### src/rtl/cu_pkg.sv
// Shared types and encodings for the multicycle ARM-subset control unit:
// FSM states, ALU/cond-code localparams, mux encodings and the data-processing decode helper.
package cu_pkg;

  typedef enum logic [3:0] {
    FETCH, DECODE, EXECR, EXECI, ALUWB, MEMADR, MEMRD, MEMWB, MEMWR, BRANCH, LINK
  } state_t;

  localparam logic [3:0] ALU_ADD   = 4'b0000;
  localparam logic [3:0] ALU_SUB   = 4'b0001;
  localparam logic [3:0] ALU_AND   = 4'b0010;
  localparam logic [3:0] ALU_ORR   = 4'b0011;
  localparam logic [3:0] ALU_PASSB = 4'b0100;

  localparam logic [3:0] CMD_AND = 4'b0000;
  localparam logic [3:0] CMD_SUB = 4'b0010;
  localparam logic [3:0] CMD_ADD = 4'b0100;
  localparam logic [3:0] CMD_CMP = 4'b1010;
  localparam logic [3:0] CMD_ORR = 4'b1100;
  localparam logic [3:0] CMD_MOV = 4'b1101;

  localparam logic [3:0] COND_EQ = 4'b0000;
  localparam logic [3:0] COND_NE = 4'b0001;
  localparam logic [3:0] COND_CS = 4'b0010;
  localparam logic [3:0] COND_CC = 4'b0011;
  localparam logic [3:0] COND_MI = 4'b0100;
  localparam logic [3:0] COND_PL = 4'b0101;
  localparam logic [3:0] COND_VS = 4'b0110;
  localparam logic [3:0] COND_VC = 4'b0111;
  localparam logic [3:0] COND_HI = 4'b1000;
  localparam logic [3:0] COND_LS = 4'b1001;
  localparam logic [3:0] COND_GE = 4'b1010;
  localparam logic [3:0] COND_LT = 4'b1011;
  localparam logic [3:0] COND_GT = 4'b1100;
  localparam logic [3:0] COND_LE = 4'b1101;
  localparam logic [3:0] COND_AL = 4'b1110;

  localparam logic [1:0] RES_ALUOUT  = 2'b00;
  localparam logic [1:0] RES_MEMDATA = 2'b01;
  localparam logic [1:0] RES_ALURES  = 2'b10;

  localparam logic [1:0] SRCB_REG  = 2'b00;
  localparam logic [1:0] SRCB_IMM  = 2'b01;
  localparam logic [1:0] SRCB_FOUR = 2'b10;

  localparam logic [1:0] IMM_8  = 2'b00;
  localparam logic [1:0] IMM_12 = 2'b01;
  localparam logic [1:0] IMM_24 = 2'b10;

  typedef struct packed {
    logic [3:0] ctrl;     // ALU operation
    logic       writes;   // result goes to Rd
    logic       sets_cv;  // arithmetic op: C and V are meaningful
  } alu_dec_t;

  // Unknown commands fall back to ADD with no register write.
  function automatic alu_dec_t alu_decode(input logic [3:0] cmd);
    alu_dec_t d;
    d.ctrl    = ALU_ADD;
    d.writes  = 1'b1;
    d.sets_cv = 1'b0;
    case (cmd)
      CMD_ADD: d.sets_cv = 1'b1;
      CMD_SUB: begin d.ctrl = ALU_SUB; d.sets_cv = 1'b1; end
      CMD_CMP: begin d.ctrl = ALU_SUB; d.sets_cv = 1'b1; d.writes = 1'b0; end
      CMD_AND: d.ctrl = ALU_AND;
      CMD_ORR: d.ctrl = ALU_ORR;
      CMD_MOV: d.ctrl = ALU_PASSB;
      default: d.writes = 1'b0;
    endcase
    return d;
  endfunction

endpackage

### src/rtl/multicycle_control_unit_cond_logic.sv
// Architectural NZCV flag register with split N/Z and C/V update enables,
// plus the combinational ARM condition-code check against the registered flags.
module cond_logic
  import cu_pkg::*;
#(
  parameter int FLAG_W = 4
) (
  input  logic              clk,
  input  logic              reset,
  input  logic [3:0]        cond,
  input  logic [FLAG_W-1:0] alu_flags,
  input  logic              flag_write_nz,
  input  logic              flag_write_cv,
  output logic              cond_ok,
  output logic [FLAG_W-1:0] flags
);

  logic n, z, c, v;
  assign {n, z, c, v} = flags;

  always_ff @(posedge clk or posedge reset) begin
    if (reset) begin
      flags <= '0;
    end else begin
      if (flag_write_nz) flags[3:2] <= alu_flags[3:2];
      if (flag_write_cv) flags[1:0] <= alu_flags[1:0];
    end
  end

  // cond=1111 (NV) never executes.
  always_comb begin
    cond_ok = 1'b0;
    case (cond)
      COND_EQ: cond_ok = z;
      COND_NE: cond_ok = ~z;
      COND_CS: cond_ok = c;
      COND_CC: cond_ok = ~c;
      COND_MI: cond_ok = n;
      COND_PL: cond_ok = ~n;
      COND_VS: cond_ok = v;
      COND_VC: cond_ok = ~v;
      COND_HI: cond_ok = c & ~z;
      COND_LS: cond_ok = ~c | z;
      COND_GE: cond_ok = (n == v);
      COND_LT: cond_ok = (n != v);
      COND_GT: cond_ok = ~z & (n == v);
      COND_LE: cond_ok = z | (n != v);
      COND_AL: cond_ok = 1'b1;
      default: cond_ok = 1'b0;
    endcase
  end

endmodule

### src/rtl/multicycle_control_unit.sv
// Moore FSM sequencing the shared-memory ARM-subset datapath (FETCH..WRITEBACK).
// Optional macro CU_BRANCH_LINK_EN adds a LINK cycle that writes PC-4 to R14 for BL.
module multicycle_control_unit
  import cu_pkg::*;
#(
  parameter int MEM_LATENCY = 1,
  parameter int ALU_CTRL_W  = 4,
  parameter int FLAG_W      = 4
) (
  input  logic                  clk,
  input  logic                  reset,
  input  logic [19:0]           instruction,
  input  logic [FLAG_W-1:0]     alu_flags,
  input  logic                  sh_imm,
  output logic                  pc_write,
  output logic                  adr_src,
  output logic                  ir_write,
  output logic                  mem_write,
  output logic                  reg_write,
  output logic [1:0]            result_src,
  output logic                  alu_src_a,
  output logic [1:0]            alu_src_b,
  output logic [1:0]            imm_src,
  output logic [1:0]            reg_src,
  output logic                  sh_src,
  output logic [ALU_CTRL_W-1:0] alu_control,
  output logic                  illegal_instr
);

  localparam int CNT_W = (MEM_LATENCY > 1) ? $clog2(MEM_LATENCY) : 1;
  localparam logic [CNT_W-1:0] CNT_LAST = CNT_W'(MEM_LATENCY - 1);

  logic [3:0] cond;
  logic [1:0] op;
  logic [5:0] funct;
  logic [3:0] rd;
  assign cond  = instruction[19:16];
  assign op    = instruction[15:14];
  assign funct = instruction[13:8];
  assign rd    = instruction[3:0];

  logic unused_rn;
  assign unused_rn = ^instruction[7:4];

  state_t          state, next_state;
  logic [CNT_W-1:0] wait_cnt;
  alu_dec_t        dp;
  logic            cond_ok;
  logic            flag_write_nz, flag_write_cv;
  logic [FLAG_W-1:0] flags;

  assign dp = alu_decode(funct[4:1]);

  cond_logic #(.FLAG_W(FLAG_W)) u_cond (
    .clk           (clk),
    .reset         (reset),
    .cond          (cond),
    .alu_flags     (alu_flags),
    .flag_write_nz (flag_write_nz),
    .flag_write_cv (flag_write_cv),
    .cond_ok       (cond_ok),
    .flags         (flags)
  );

  // NOTE: sequential state uses non-blocking assignments so every flop samples pre-edge values.
  always_ff @(posedge clk or posedge reset) begin
    if (reset) state <= FETCH;
    else       state <= next_state;
  end

  always_ff @(posedge clk or posedge reset) begin
    if (reset)                                   wait_cnt <= '0;
    else if (state == MEMRD && wait_cnt != CNT_LAST) wait_cnt <= wait_cnt + CNT_W'(1);
    else                                         wait_cnt <= '0;
  end

  always_comb begin
    next_state = FETCH;
    case (state)
      FETCH:  next_state = DECODE;
      DECODE: begin
        case (op)
          2'b00: next_state = funct[5] ? EXECI : EXECR;
          2'b01: next_state = MEMADR;
`ifdef CU_BRANCH_LINK_EN
          2'b10: next_state = funct[4] ? LINK : BRANCH;
`else
          2'b10: next_state = BRANCH;
`endif
          default: next_state = FETCH;
        endcase
      end
      EXECR, EXECI: next_state = ALUWB;
      MEMADR:  next_state = funct[0] ? MEMRD : MEMWR;
      MEMRD:   next_state = (wait_cnt == CNT_LAST) ? MEMWB : MEMRD;
      LINK:    next_state = BRANCH;
      default: next_state = FETCH;
    endcase
  end

  // Flags commit on the last EXEC cycle; C/V only from arithmetic commands.
  always_comb begin
    flag_write_nz = 1'b0;
    flag_write_cv = 1'b0;
    if ((state == EXECR || state == EXECI) && funct[0] && cond_ok) begin
      flag_write_nz = 1'b1;
      flag_write_cv = dp.sets_cv;
    end
  end

  always_comb begin
    // NOTE: every output gets a default first so no path through the case infers a latch.
    pc_write      = 1'b0;
    adr_src       = 1'b0;
    ir_write      = 1'b0;
    mem_write     = 1'b0;
    reg_write     = 1'b0;
    result_src    = RES_ALUOUT;
    alu_src_a     = 1'b0;
    alu_src_b     = SRCB_REG;
    imm_src       = IMM_8;
    reg_src       = 2'b00;
    sh_src        = 1'b0;
    alu_control   = ALU_CTRL_W'(ALU_ADD);
    illegal_instr = 1'b0;
    case (state)
      FETCH: begin
        ir_write   = 1'b1;
        alu_src_a  = 1'b1;
        alu_src_b  = SRCB_FOUR;
        result_src = RES_ALURES;
        pc_write   = 1'b1;
      end
      DECODE: begin
        alu_src_a     = 1'b1;
        alu_src_b     = SRCB_FOUR;
        illegal_instr = (op == 2'b11);
      end
      EXECR: begin
        alu_control = ALU_CTRL_W'(dp.ctrl);
        sh_src      = sh_imm;
      end
      EXECI: begin
        alu_src_b   = SRCB_IMM;
        alu_control = ALU_CTRL_W'(dp.ctrl);
      end
      ALUWB: begin
        alu_control = ALU_CTRL_W'(dp.ctrl);
        reg_write   = cond_ok & dp.writes;
        pc_write    = cond_ok & dp.writes & (rd == 4'd15);
      end
      MEMADR: begin
        alu_src_b = SRCB_IMM;
        imm_src   = IMM_12;
      end
      MEMRD: adr_src = 1'b1;
      MEMWB: begin
        result_src = RES_MEMDATA;
        reg_write  = cond_ok;
        pc_write   = cond_ok & (rd == 4'd15);
      end
      MEMWR: begin
        adr_src   = 1'b1;
        reg_src   = 2'b10;
        mem_write = cond_ok;
      end
      BRANCH: begin
        alu_src_a  = 1'b1;
        alu_src_b  = SRCB_IMM;
        imm_src    = IMM_24;
        result_src = RES_ALURES;
        pc_write   = cond_ok;
      end
      LINK: begin
        alu_src_a   = 1'b1;
        alu_src_b   = SRCB_FOUR;
        alu_control = ALU_CTRL_W'(ALU_SUB);
        result_src  = RES_ALURES;
        reg_write   = cond_ok;
      end
      default: ;
    endcase
    // Reset kills every state-changing enable immediately, mid-instruction included.
    if (reset) begin
      pc_write  = 1'b0;
      ir_write  = 1'b0;
      reg_write = 1'b0;
      mem_write = 1'b0;
    end
  end

endmodule

### config.mk
export PLATFORM = sky130hd
export DESIGN_NAME = multicycle_control_unit
export DESIGN_NICKNAME = d
export VERILOG_FILES = /design/src/rtl/cu_pkg.sv /design/src/rtl/multicycle_control_unit_cond_logic.sv /design/src/rtl/multicycle_control_unit.sv
export SDC_FILE = /design/constraint.sdc
export NUM_CORES = 1
export LEC_CHECK = 0
export BUFFER_PORTS_ARGS = -buffer_cell sky130_fd_sc_hd__buf_2
export CAP_MARGIN = 20
export CORE_MARGIN = 1.5
export CORE_UTILIZATION = 35
export DETAILED_ROUTE_END_ITERATION = 12
export PLACE_DENSITY = 0.72
export SLEW_MARGIN = 20
export SYNTH_ARGS = -nofsm -noshare
export SYNTH_HDL_FRONTEND = slang
export SYNTH_SLANG_ARGS = --single-unit
### constraint.sdc
create_clock -name clk -period 5.6 [get_ports clk]
set_input_delay 1.12 -clock clk [delete_from_list [all_inputs] [get_ports clk]]
set_output_delay 1.12 -clock clk [all_outputs]
set_load 0.05 [all_outputs]
==> out/results.ini <==
[outcome]
status = finished, final reports clean

[finish]
diodes = 0
final_layout_size_suffix_gt1_frac = 0.310
mostFrequentLayoutCells = buf_2 (40), nor2_1 (16), a21oi_1 (10)
mostFrequentLayoutCell = buf_2
register_area_um2 = 225
nNetsFinal = 207
final_design_utilization = 0.441
area_growth_syn_to_fin_pct = 21.2
multi_input_area_um2 = 800
final_cell_area_um2 = 1340
final_standard_cell_count_with_taps_included_and_fillers_excluded = 218
fillerInstances = 310

[synthesis]
synth_largest_area_cell = dfrtp_1
synth_top_flop_cell = dfrtp_1
area_share_of_the_largest_cell_type_after_synthesis = 0.204
synth_enable_flop_cells = 0
synth_cell_type_count = 50
synth_seq_area_share = 0.204
syn_inst = 138
post_synth_main_area_contributors = dfrtp_1 (20%), ha_1 (5.7%), nor2_1 (5.4%)
avgSynthCellArea_um2 = 7.99
ys_seq_elements = 9
total_standard_cell_area_after_synthesis_um2 = 1100
yosys_warnings = 0
share_of_async_settable_or_async_resettable_flops_after_synthesis = 1.00

[global_route]
grt_max_degree = 20
grt.total_usage = 0.140
globalRouteOverflowTotal = 0
grt_first_pass_wirelength_um = 3910
first_global_vias = 915
grt_antenna_before_repair = 0

[critical_path]
worst_ep_arrival_time_ns = 2.67
end_kind = output pin
worst_flop_to_flop_path_startpoint = state[2]
crit_required_ns = 4.48
r2r_cells = 5
r2r_slack_ns = 3.74
worst_setup_sp_type = input pin
r2r-end = u_cond.flags[3]
timing.setup.critical_path_class = input pin to output pin
crit_path_start = instruction[16]
worst_path_max_fanout = 10

[route]
detail_route.first_pass.iterations = 4
drtAntennaViolNets = 0
post_drt_via_cell_ratio = 4.94
route.vias.total = 1078
total_wire_length_um = 2350
first_iter_violations = 39
post-route-drc-count = 0
avgRoutedWirePerCell_um = 10.8

[pwr]
combPwrFrac = 0.677
pwr_density_cell_nw_per_um2 = 450
power_switching_mw = 0.350
power_frac_seq = 0.244
cellInternalPower_mw = 0.251
total_leakage_power_nw = 0.653
post-layout-total-power_mw = 0.602
clkPwrFrac = 0.078
switching_share = 0.582
max-vdd-ir-drop_mv = 0.175

[floorplanning]
std_cell_rows = 20
floorplan.die_area_um2 = 3500
starting_density_of_the_core = 0.364
design.core.area_um2 = 3030
ioPinCount = 47
die_width_um = 59.1
die_height_um = 59.1

[clocking]
ctsHoldBuffers = 0
tritoncts_buffer_count = 3
clock_sink_count = 9
clock_tree.buffer_depth = 2
number_of_setup_buffers_added_after_cts = 0
cts_tree = yes
clock-root-buffer = clkbuf_4
cts-resized-gates = 0
htreeDepth = 1
clkLatencyLatePin_ns = 0.25
path_clk_slew_ns = 0.06

[worst_hold_path]
hold_path_end = u_cond.flags[1]
cell_depth_of_the_worst_hold_path = 1
hold_path_startpoint = u_cond.flags[1]
worstHoldPathType = flop to flop

[place]
numPlacedInstances = 214
portbufs = 40
placement.cell_area_um2 = 1310
detailed_place_hpwl_um = 1880
placement_stage_worst_setup_slack_ns = 1.81
gp_routability_congestion = 0.785

[sta]
final-max-slew-violation-count = 0
final_worst_path_setup_slack_ns = 1.81
achievable-frequency_mhz = 264
finalHoldViolCount = 0
final-setup-viol-count = 0
timing.slew.headroom = 0.661
whs_ns = 0.546
final.period_utilization = 0.677
grt_setup_unrepaired = no
fin_worst_skew_ns = 0.00266
setup_tns_ns = 0
min_period_ns = 3.79
max_slew.worst_pin.slew_ns = 0.508

[job]
drv.max_cap_violation_count = 0

==> synth_stat cells, types with 2 or more instances <==
master	n
clkbuf_1	2
o22a_1	2
buf_4	3
nand3_1	3
nor2_1	16
inv_1	7
xor2_1	4
mux2_1	5
nand2_1	7
nor4b_1	2
or3_1	2
a311oi_1	3
nor2b_1	7
dfrtp_1	9
a21oi_1	10
o21ai_0	5
nand3b_1	3
and3_1	3
o22ai_2	2
nand2b_1	5
buf_2	5
ha_1	5
==> power by group through the flow <==
stage                     sequential, mW  combinational (mW)  clock (mW)
after CTS                          0.146               0.410      0.0496
after floorplan                    0.108               0.369           0
final                              0.147               0.407      0.0472
after global routing               0.153               0.441      0.0549
after detailed placement           0.147               0.409           0
after global placement             0.148               0.408           0
==> layout make-up <==
| cell class | instances | area share |
|---|---|---|
| Timing Repair Buffer | 40 | 0.150 |
| Sequential cell | 9 | 0.169 |
| Inverter | 8 | 0.0225 |
| Tap cell | 44 | 0.0412 |
| Multi-Input combinational cell | 113 | 0.598 |
| Clock buffer | 4 | 0.0197 |
==> routing by layer <==
layer / wire length, um / up-vias / part of all wire / GRT usage
met3: 105 / 4 / 0.045 / 0.0197
met1: 1190 / 473 / 0.51 / 0.208
li1: - / 570 / - / -
met2: 1030 / 31 / 0.44 / 0.206
met5: 0 / - / 0 / 0
met4: 25 / 0 / 0.011 / 0.0487
==> worst max-delay path: stages <==
cell	delay, ns
buf_2	0.18
nor4bb_1	0.30
a311oi_1	0.08
and3_4	0.21
o21a_1	0.23
nor4_2	0.25
buf_2	0.30
==> logic make-up (layout without fill, tap and decap cells) <==
kind of cell,after synthesis,count (layout),share of synthesized area
simple gates,60,60,0.319
compound gates,33,33,0.225
buf+inv,18,52,0.0772
flops,9,9,0.204
mux,8,8,0.0829
fa+ha+maj,5,5,0.0568
xor+xnor,4,4,0.0318
other cells,1,3,0.00340
==> sequential cells by signal (all words and copies together), names as in the netlist <==
register      count
u_cond.flags      4
wait_cnt          1
state             4
==> how the worst max path moves through the flow <==
stage | slack, ns | to | cells past startpoint
after floorplan | 1.36 | reg_write | 6
after global placement | 1.83 | mem_write | 7
after detailed placement | 1.81 | mem_write | 7
after CTS | 1.81 | mem_write | 7
after global routing | 1.61 | mem_write | 7
final | 1.81 | mem_write | 7
Note: power is estimated with default switching activity, not from simulation.
